$ cat src/rtl/ram_addr_seq_pkg.sv
// Shared types and helpers for the RAM read-address sequencer.
// Holds the FSM state type, phase-width helper and start-config validity check.
package ram_addr_seq_pkg;

    typedef enum logic [0:0] {StIdle, StRun} state_e;

    localparam int unsigned DefAwidth = 10;
    localparam int unsigned DefFwidth = 16;

    // One extra integer bit so phase + step never overflows before the wrap compare.
    function automatic int unsigned phase_width(input int unsigned awidth,
                                                input int unsigned fwidth);
        return awidth + 1 + fwidth;
    endfunction

    localparam int unsigned DefPhaseW = phase_width(DefAwidth, DefFwidth);

    function automatic logic cfg_valid(input logic [31:0] table_len,
                                       input logic [31:0] max_len,
                                       input logic [31:0] frame_len,
                                       input logic [31:0] step_int);
        return (table_len != 32'd0) && (table_len <= max_len) &&
               (frame_len != 32'd0) && (step_int < table_len);
    endfunction

endpackage

$ cat src/rtl/phase_wrap_acc.sv
// Fractional phase accumulator that wraps modulo the table length.
// The phase register is the currently presented beat; int/frac are read straight from it.
module phase_wrap_acc
    import ram_addr_seq_pkg::*;
#(
    parameter int unsigned AWIDTH = 10,
    parameter int unsigned FWIDTH = 16
) (
    input  logic                     clk,
    input  logic                     reset_n,
    input  logic                     load_i,
    input  logic                     advance_i,
    input  logic [AWIDTH+FWIDTH-1:0] step_i,
    input  logic [AWIDTH:0]          len_i,
    output logic [AWIDTH-1:0]        int_o,
    output logic [FWIDTH-1:0]        frac_o
);

    localparam int unsigned PW = phase_width(AWIDTH, FWIDTH);

    logic [PW-1:0] phase_q, phase_d, sum, len_fix;

    assign sum     = phase_q + PW'(step_i);
    assign len_fix = {len_i, {FWIDTH{1'b0}}};

    // step < len guarantees one subtract brings the sum back into range.
    always_comb begin
        phase_d = phase_q;
        if (load_i) begin
            phase_d = '0;
        end else if (advance_i) begin
            phase_d = (sum[PW-1:FWIDTH] >= len_i) ? (sum - len_fix) : sum;
        end
    end

    always_ff @(posedge clk) begin
        if (!reset_n) begin
            phase_q <= '0;
        end else begin
            phase_q <= phase_d;
        end
    end

    assign int_o  = phase_q[FWIDTH +: AWIDTH];
    assign frac_o = phase_q[FWIDTH-1:0];

endmodule

$ cat src/rtl/ram_addr_sequencer.sv
// Framed AXI-stream read-address generator for a coefficient RAM with
// fractional phase on tuser for downstream interpolation.
module ram_addr_sequencer
    import ram_addr_seq_pkg::*;
#(
    parameter int unsigned AWIDTH = 10,
    parameter int unsigned FWIDTH = 16,
    parameter int unsigned LWIDTH = 16
) (
    input  logic                     clk,
    input  logic                     reset_n,
    input  logic                     clear,
    input  logic [AWIDTH:0]          cfg_table_len,
    input  logic [AWIDTH+FWIDTH-1:0] cfg_step,
    input  logic [LWIDTH-1:0]        cfg_frame_len,
    input  logic [LWIDTH-1:0]        cfg_num_frames,
    input  logic                     start,
    input  logic                     stop,
    output logic [AWIDTH-1:0]        o_tdata,
    output logic [FWIDTH-1:0]        o_tuser,
    output logic                     o_tlast,
    output logic                     o_tvalid,
    input  logic                     o_tready,
    output logic                     busy,
    output logic                     done,
    output logic                     cfg_err
);

    state_e                    state_q, state_d;
    logic [LWIDTH-1:0]         beat_q, beat_d, frame_q, frame_d;
    logic [LWIDTH-1:0]         flen_q, flen_d, nframes_q, nframes_d;
    logic [AWIDTH:0]           len_q, len_d;
    logic [AWIDTH+FWIDTH-1:0]  step_q, step_d;
    logic                      stop_pending_q, stop_pending_d;
    logic                      tvalid_q, tvalid_d, tlast_q, tlast_d;
    logic                      done_q, done_d, cfg_err_q, cfg_err_d;
    logic                      load, advance, accept, last_frame, start_ok;

    assign start_ok = cfg_valid(32'(cfg_table_len), 32'(1) << AWIDTH, 32'(cfg_frame_len),
                                32'(cfg_step[AWIDTH+FWIDTH-1:FWIDTH]));
    assign accept     = tvalid_q & o_tready;
    assign last_frame = (nframes_q != '0) && (frame_q == nframes_q - LWIDTH'(1));

    always_comb begin
        state_d        = state_q;
        beat_d         = beat_q;
        frame_d        = frame_q;
        flen_d         = flen_q;
        nframes_d      = nframes_q;
        len_d          = len_q;
        step_d         = step_q;
        stop_pending_d = stop_pending_q;
        tvalid_d       = tvalid_q;
        tlast_d        = tlast_q;
        done_d         = 1'b0;
        cfg_err_d      = 1'b0;
        load           = 1'b0;
        advance        = 1'b0;
        if (clear) begin
            state_d        = StIdle;
            tvalid_d       = 1'b0;
            tlast_d        = 1'b0;
            stop_pending_d = 1'b0;
        end else begin
            unique case (state_q)
                StIdle: begin
                    if (start && start_ok) begin
                        state_d        = StRun;
                        len_d          = cfg_table_len;
                        step_d         = cfg_step;
                        flen_d         = cfg_frame_len;
                        nframes_d      = cfg_num_frames;
                        beat_d         = '0;
                        frame_d        = '0;
                        stop_pending_d = stop;
                        tvalid_d       = 1'b1;
                        tlast_d        = (cfg_frame_len == LWIDTH'(1));
                        load           = 1'b1;
                    end else if (start) begin
                        cfg_err_d = 1'b1;
                    end
                end
                StRun: begin
                    if (stop) stop_pending_d = 1'b1;
                    if (accept) begin
                        advance = 1'b1;
                        if (tlast_q && (last_frame || stop_pending_q)) begin
                            state_d        = StIdle;
                            tvalid_d       = 1'b0;
                            tlast_d        = 1'b0;
                            done_d         = 1'b1;
                            stop_pending_d = 1'b0;
                        end else if (tlast_q) begin
                            frame_d = frame_q + LWIDTH'(1);
                            beat_d  = '0;
                            tlast_d = (flen_q == LWIDTH'(1));
                        end else begin
                            beat_d  = beat_q + LWIDTH'(1);
                            tlast_d = ((beat_q + LWIDTH'(1)) == (flen_q - LWIDTH'(1)));
                        end
                    end
                end
                default: state_d = StIdle;
            endcase
        end
    end

    always_ff @(posedge clk) begin
        if (!reset_n) begin
            state_q        <= StIdle;
            beat_q         <= '0;
            frame_q        <= '0;
            flen_q         <= '0;
            nframes_q      <= '0;
            len_q          <= '0;
            step_q         <= '0;
            stop_pending_q <= 1'b0;
            tvalid_q       <= 1'b0;
            tlast_q        <= 1'b0;
            done_q         <= 1'b0;
            cfg_err_q      <= 1'b0;
        end else begin
            state_q        <= state_d;
            beat_q         <= beat_d;
            frame_q        <= frame_d;
            flen_q         <= flen_d;
            nframes_q      <= nframes_d;
            len_q          <= len_d;
            step_q         <= step_d;
            stop_pending_q <= stop_pending_d;
            tvalid_q       <= tvalid_d;
            tlast_q        <= tlast_d;
            done_q         <= done_d;
            cfg_err_q      <= cfg_err_d;
        end
    end

    phase_wrap_acc #(
        .AWIDTH(AWIDTH),
        .FWIDTH(FWIDTH)
    ) u_acc (
        .clk      (clk),
        .reset_n  (reset_n),
        .load_i   (load),
        .advance_i(advance),
        .step_i   (step_q),
        .len_i    (len_q),
        .int_o    (o_tdata),
        .frac_o   (o_tuser)
    );

    assign o_tlast  = tlast_q;
    assign o_tvalid = tvalid_q;
    assign busy     = (state_q != StIdle);
    assign done     = done_q;
    assign cfg_err  = cfg_err_q;

endmodule

$ cat config.mk
export PLATFORM = sky130hd
export DESIGN_NAME = ram_addr_sequencer
export DESIGN_NICKNAME = d
export VERILOG_FILES = /design/src/rtl/ram_addr_seq_pkg.sv /design/src/rtl/phase_wrap_acc.sv /design/src/rtl/ram_addr_sequencer.sv
export SDC_FILE = /design/constraint.sdc
export NUM_CORES = 1
export LEC_CHECK = 0
export BUFFER_PORTS_ARGS = -buffer_cell sky130_fd_sc_hd__buf_2
export CORE_ASPECT_RATIO = 1.25
export CORE_MARGIN = 1.5
export CORE_UTILIZATION = 55
export CTS_CLUSTER_SIZE = 8
export DETAILED_ROUTE_END_ITERATION = 8
export GPL_ROUTABILITY_DRIVEN = 0
export PLACE_DENSITY = 0.85
export SYNTH_ARGS = -nofsm -noshare
export SYNTH_HDL_FRONTEND = slang
export SYNTH_SLANG_ARGS = --single-unit
$ cat constraint.sdc
create_clock -name clk -period 7.4 [get_ports clk]
set_clock_uncertainty 0.15 [all_clocks]
set_input_delay 0.37 -clock clk [delete_from_list [all_inputs] [get_ports clk]]
set_output_delay 0.37 -clock clk [all_outputs]
set_load 0.005 [all_outputs]
==> out/results.txt <==
run status - completed
net count after synthesis - 1278
chip height - 145 microns
most used cells in the layout excluding fill and tap cells - 203 x sky130_fd_sc_hd__nand2_1, 134 x sky130_fd_sc_hd__dfxtp_1, 105 x sky130_fd_sc_hd__buf_2
number of routed nets with antenna violations - 0
number of setup buffers added after CTS - 0
total global routing overflow - 0
number of antenna violations at the first check in global routing - 0
via count of the first global-routing pass - 7942
leading cell type in the layout, fill and taps excluded - sky130_fd_sc_hd__nand2_1
TritonCTS sink count - 134
number of warning messages in the yosys log - 0
startpoint type of the worst setup path - flip-flop
fmax - 193 MHz
number of levels the H-tree was split into - 4
# rows - 51
worst-case hold slack - 28.2 ps
capturing element type of the critical path - flip-flop
leading post-synthesis cells by cell area - sky130_fd_sc_hd__dfxtp_1 30%, sky130_fd_sc_hd__nand2_1 8.6%, sky130_fd_sc_hd__ha_1 7.2%
Power Dens Cells - 185 nW/um^2
RSZ-0062 raised after global routing - false
Tightest Pin Transition - 1320 ps
Post-Layout Inst Area - 9910 sq um
Period Utilization, post-route - 0.699
Top FF cell, synth - sky130_fd_sc_hd__dfxtp_1
worst ir drop on vdd - 0.143 mV
leakage power - 4.04 nW
WL final - 22600 microns
count of buffering cells on the critical path with inverters included - 1
standard cell core area - 15700 sq um
first-pass GRT wire length - 36900 microns
floorplan die width - 117 microns
count of different cell masters after synthesis - 65
sequential cell area in the final layout - 2680 sq um
Reg clk slew, reported paths - 60 ps
largest net degree at the start of global routing - 94
floorplan die area - 17000 sq um
Layout Nets - 1328
total negative slack - 0 ps
total vias in the final route - 8266
Crit-path slowest cell - sky130_fd_sc_hd__or3b_2
effective utilization at floorplan - 0.567
post-detailed-placement half-perimeter wirelength - 15800 microns
type of the setup path with the least slack - reg -> reg
detailed-route wire length per cell - 15.8 microns
type of the worst min-delay path - in -> reg
cell taking the most area after synthesis - sky130_fd_sc_hd__dfxtp_1
instance count of the mapped netlist - 1150
CTS tree - yes
filler cell count - 1343
fraction of layout instances using a drive strength above 1 - 0.133
crit path DAT - 5400 ps
violation count after the first detailed-route iteration - 539
Area after DPL - 9330 sq um
count of buffers inserted at the top-level ports - 105
Gates resized, CTS repair - 0
number of setup violations in the final report - 0
post-synthesis async set-or-reset flop share - 0
clock insertion delay at the later pin of the skew report - 440 ps
part of the Yosys area used for sequential elements - 0.302
area of the mapped netlist - 8900 sq um
final total power - 1.83 mW
number of vias per cell - 5.80
cell family with the largest share of critical-path delay - compound AO/OA/AOI/OAI gates
Post-synth EDFFs - 0
normalized max-slew margin - 0.116
number of hold-slack violations in the final timing report - 0
Synth top area share - 0.302
Antenna Diode Count - 0
reported max-cap violation count - 0
endpoint required time on the critical path - 7620 ps
Final Max Slew Viols - 0
flop and latch count out of synthesis - 134
Post-CTS Hold Buffers - 0
Critical Path Fanout Max - 20
DRC violation count after routing - 0
list of cells traversed by the critical path - ha_1 -> fa_1 -> a211oi_1 -> o21ai_0 -> nand4_1 -> nand3_1 -> o31a_1 -> a41oi_1 -> mux2_2 -> or2_2 -> ha_1 -> nand3_1 -> nor4_1 -> nor3_1 -> o2bb2ai_1 -> buf_4 -> or3b_2 -> o211ai_1 -> a32o_1
worst stage delay on the critical path - 450 ps
area growth from synthesis to layout - 11.4%
maximum count of clock buffers along a single path - 2
clock root buffer - sky130_fd_sc_hd__clkbuf_16
footprint of the multi-input gates - 5640 sq um
TritonCTS buffer count - 17
Boundary Pins - 106
shortest period the worst path allows - 5170 ps
count of TritonRoute iterations in the first routing pass - 5
GRT Total Usage - 0.272
Post-Syn Area per Cell - 7.74 sq um
## through the flow
step / instances / worst slack (ps) / utilization
6_report: 1424 / 2230 / 0.631
3_3_place_gp: 1393 / 2520 / 0.594
5_1_grt: 1424 / 1880 / 0.631
3_5_place_dp: 1393 / 2320 / 0.594
4_1_cts: 1424 / 2320 / 0.631
2_1_floorplan: 1150 / 2640 / -
## power breakdown
| part | switching [mW] | internal (mW) |
|---|---|---|
| Combinational | 0.139 | 0.109 |
| Clock | 0.311 | 0.523 |
| Sequential | 0.0131 | 0.734 |
| Total | 0.463 | 1.37 |
## layout make-up
type                       count  share of cell area
inverter                      43              0.0163
clock buffer                  29              0.0546
tap                          212              0.0268
clock inverter                 2             0.00354
sequential                   134               0.271
timing repair buffer         113              0.0591
multi-input combinational    891               0.569
## path summary, 6_finish.rpt
kind	startpoint	endpoint	slack [ps]	cells after the start
worst max-delay path	u_acc.phase_q[0]$_SDFFE_PP0P_	u_acc.phase_q[26]$_SDFFE_PP0P_	2230	19
worst min-delay path	cfg_num_frames[4]	nframes_q[4]$_SDFFE_PN0P_	30	3
worst max register to register	u_acc.phase_q[0]$_SDFFE_PP0P_	u_acc.phase_q[26]$_SDFFE_PP0P_	2230	19
worst min register to register	len_q[9]$_SDFFE_PN0P_	len_q[9]$_SDFFE_PN0P_	310	2
## sequential cells by signal, indices dropped and copies added (netlist names)
signal          count
beat_q             16
busy                1
cfg_err             1
done                1
flen_q             16
frame_q            16
len_q              11
nframes_q          16
o_tlast             1
o_tvalid            1
step_q             26
stop_pending_q      1
u_acc.phase_q      27
## cells in the mapped netlist (4+ instances only)
master	n
sky130_fd_sc_hd__a211oi_1	9
sky130_fd_sc_hd__a21boi_0	70
sky130_fd_sc_hd__a21o_1	11
sky130_fd_sc_hd__a21oi_1	51
sky130_fd_sc_hd__a31oi_1	21
sky130_fd_sc_hd__a41oi_1	4
sky130_fd_sc_hd__and2_1	7
sky130_fd_sc_hd__and3_1	19
sky130_fd_sc_hd__buf_1	8
sky130_fd_sc_hd__buf_4	26
sky130_fd_sc_hd__clkbuf_1	42
sky130_fd_sc_hd__dfxtp_1	134
sky130_fd_sc_hd__ha_1	51
sky130_fd_sc_hd__inv_1	43
sky130_fd_sc_hd__mux2i_1	6
sky130_fd_sc_hd__nand2_1	203
sky130_fd_sc_hd__nand2b_1	14
sky130_fd_sc_hd__nand3_1	32
sky130_fd_sc_hd__nand4_1	13
sky130_fd_sc_hd__nor2_1	75
sky130_fd_sc_hd__nor2b_1	9
sky130_fd_sc_hd__nor3_1	28
sky130_fd_sc_hd__nor3b_1	4
sky130_fd_sc_hd__nor4_1	24
sky130_fd_sc_hd__o2111ai_2	5
sky130_fd_sc_hd__o211ai_1	8
sky130_fd_sc_hd__o21a_1	9
sky130_fd_sc_hd__o21ai_0	46
sky130_fd_sc_hd__o21ai_1	7
sky130_fd_sc_hd__o21bai_1	9
sky130_fd_sc_hd__o31a_1	4
sky130_fd_sc_hd__or2_2	4
sky130_fd_sc_hd__or3_1	9
sky130_fd_sc_hd__or4_1	4
sky130_fd_sc_hd__xnor2_1	60
sky130_fd_sc_hd__xor2_1	35
## cells by family after synthesis
kind of cell	share of synthesized area
flops	0.302
simple gates	0.240
fa+ha+maj	0.0762
buf+inv	0.0660
xor+xnor	0.0961
mux	0.0105
compound gates	0.209
## per-layer routing
layer / up-vias / wire length (microns) / share of wire / GRT usage
li1: 4085 / - / - / -
met1: 3827 / 9160 / 0.41 / 0.314
met2: 286 / 11400 / 0.50 / 0.470
met3: 68 / 1200 / 0.053 / 0.0568
met4: 0 / 827 / 0.037 / 0.132
met5: - / 0 / 0 / 0
## worst register-to-register path: cells and delay by family, from the launching register on
| kind | cells | cell delay [ps] |
|---|---|---|
| compound gates | 7 | 1540 |
| fa+ha+maj | 3 | 1020 |
| buf+inv | 1 | 200 |
| flops | 1 | 320 |
| mux | 1 | 370 |
| simple gates | 7 | 1510 |
Power figures use the tool's default switching activity.
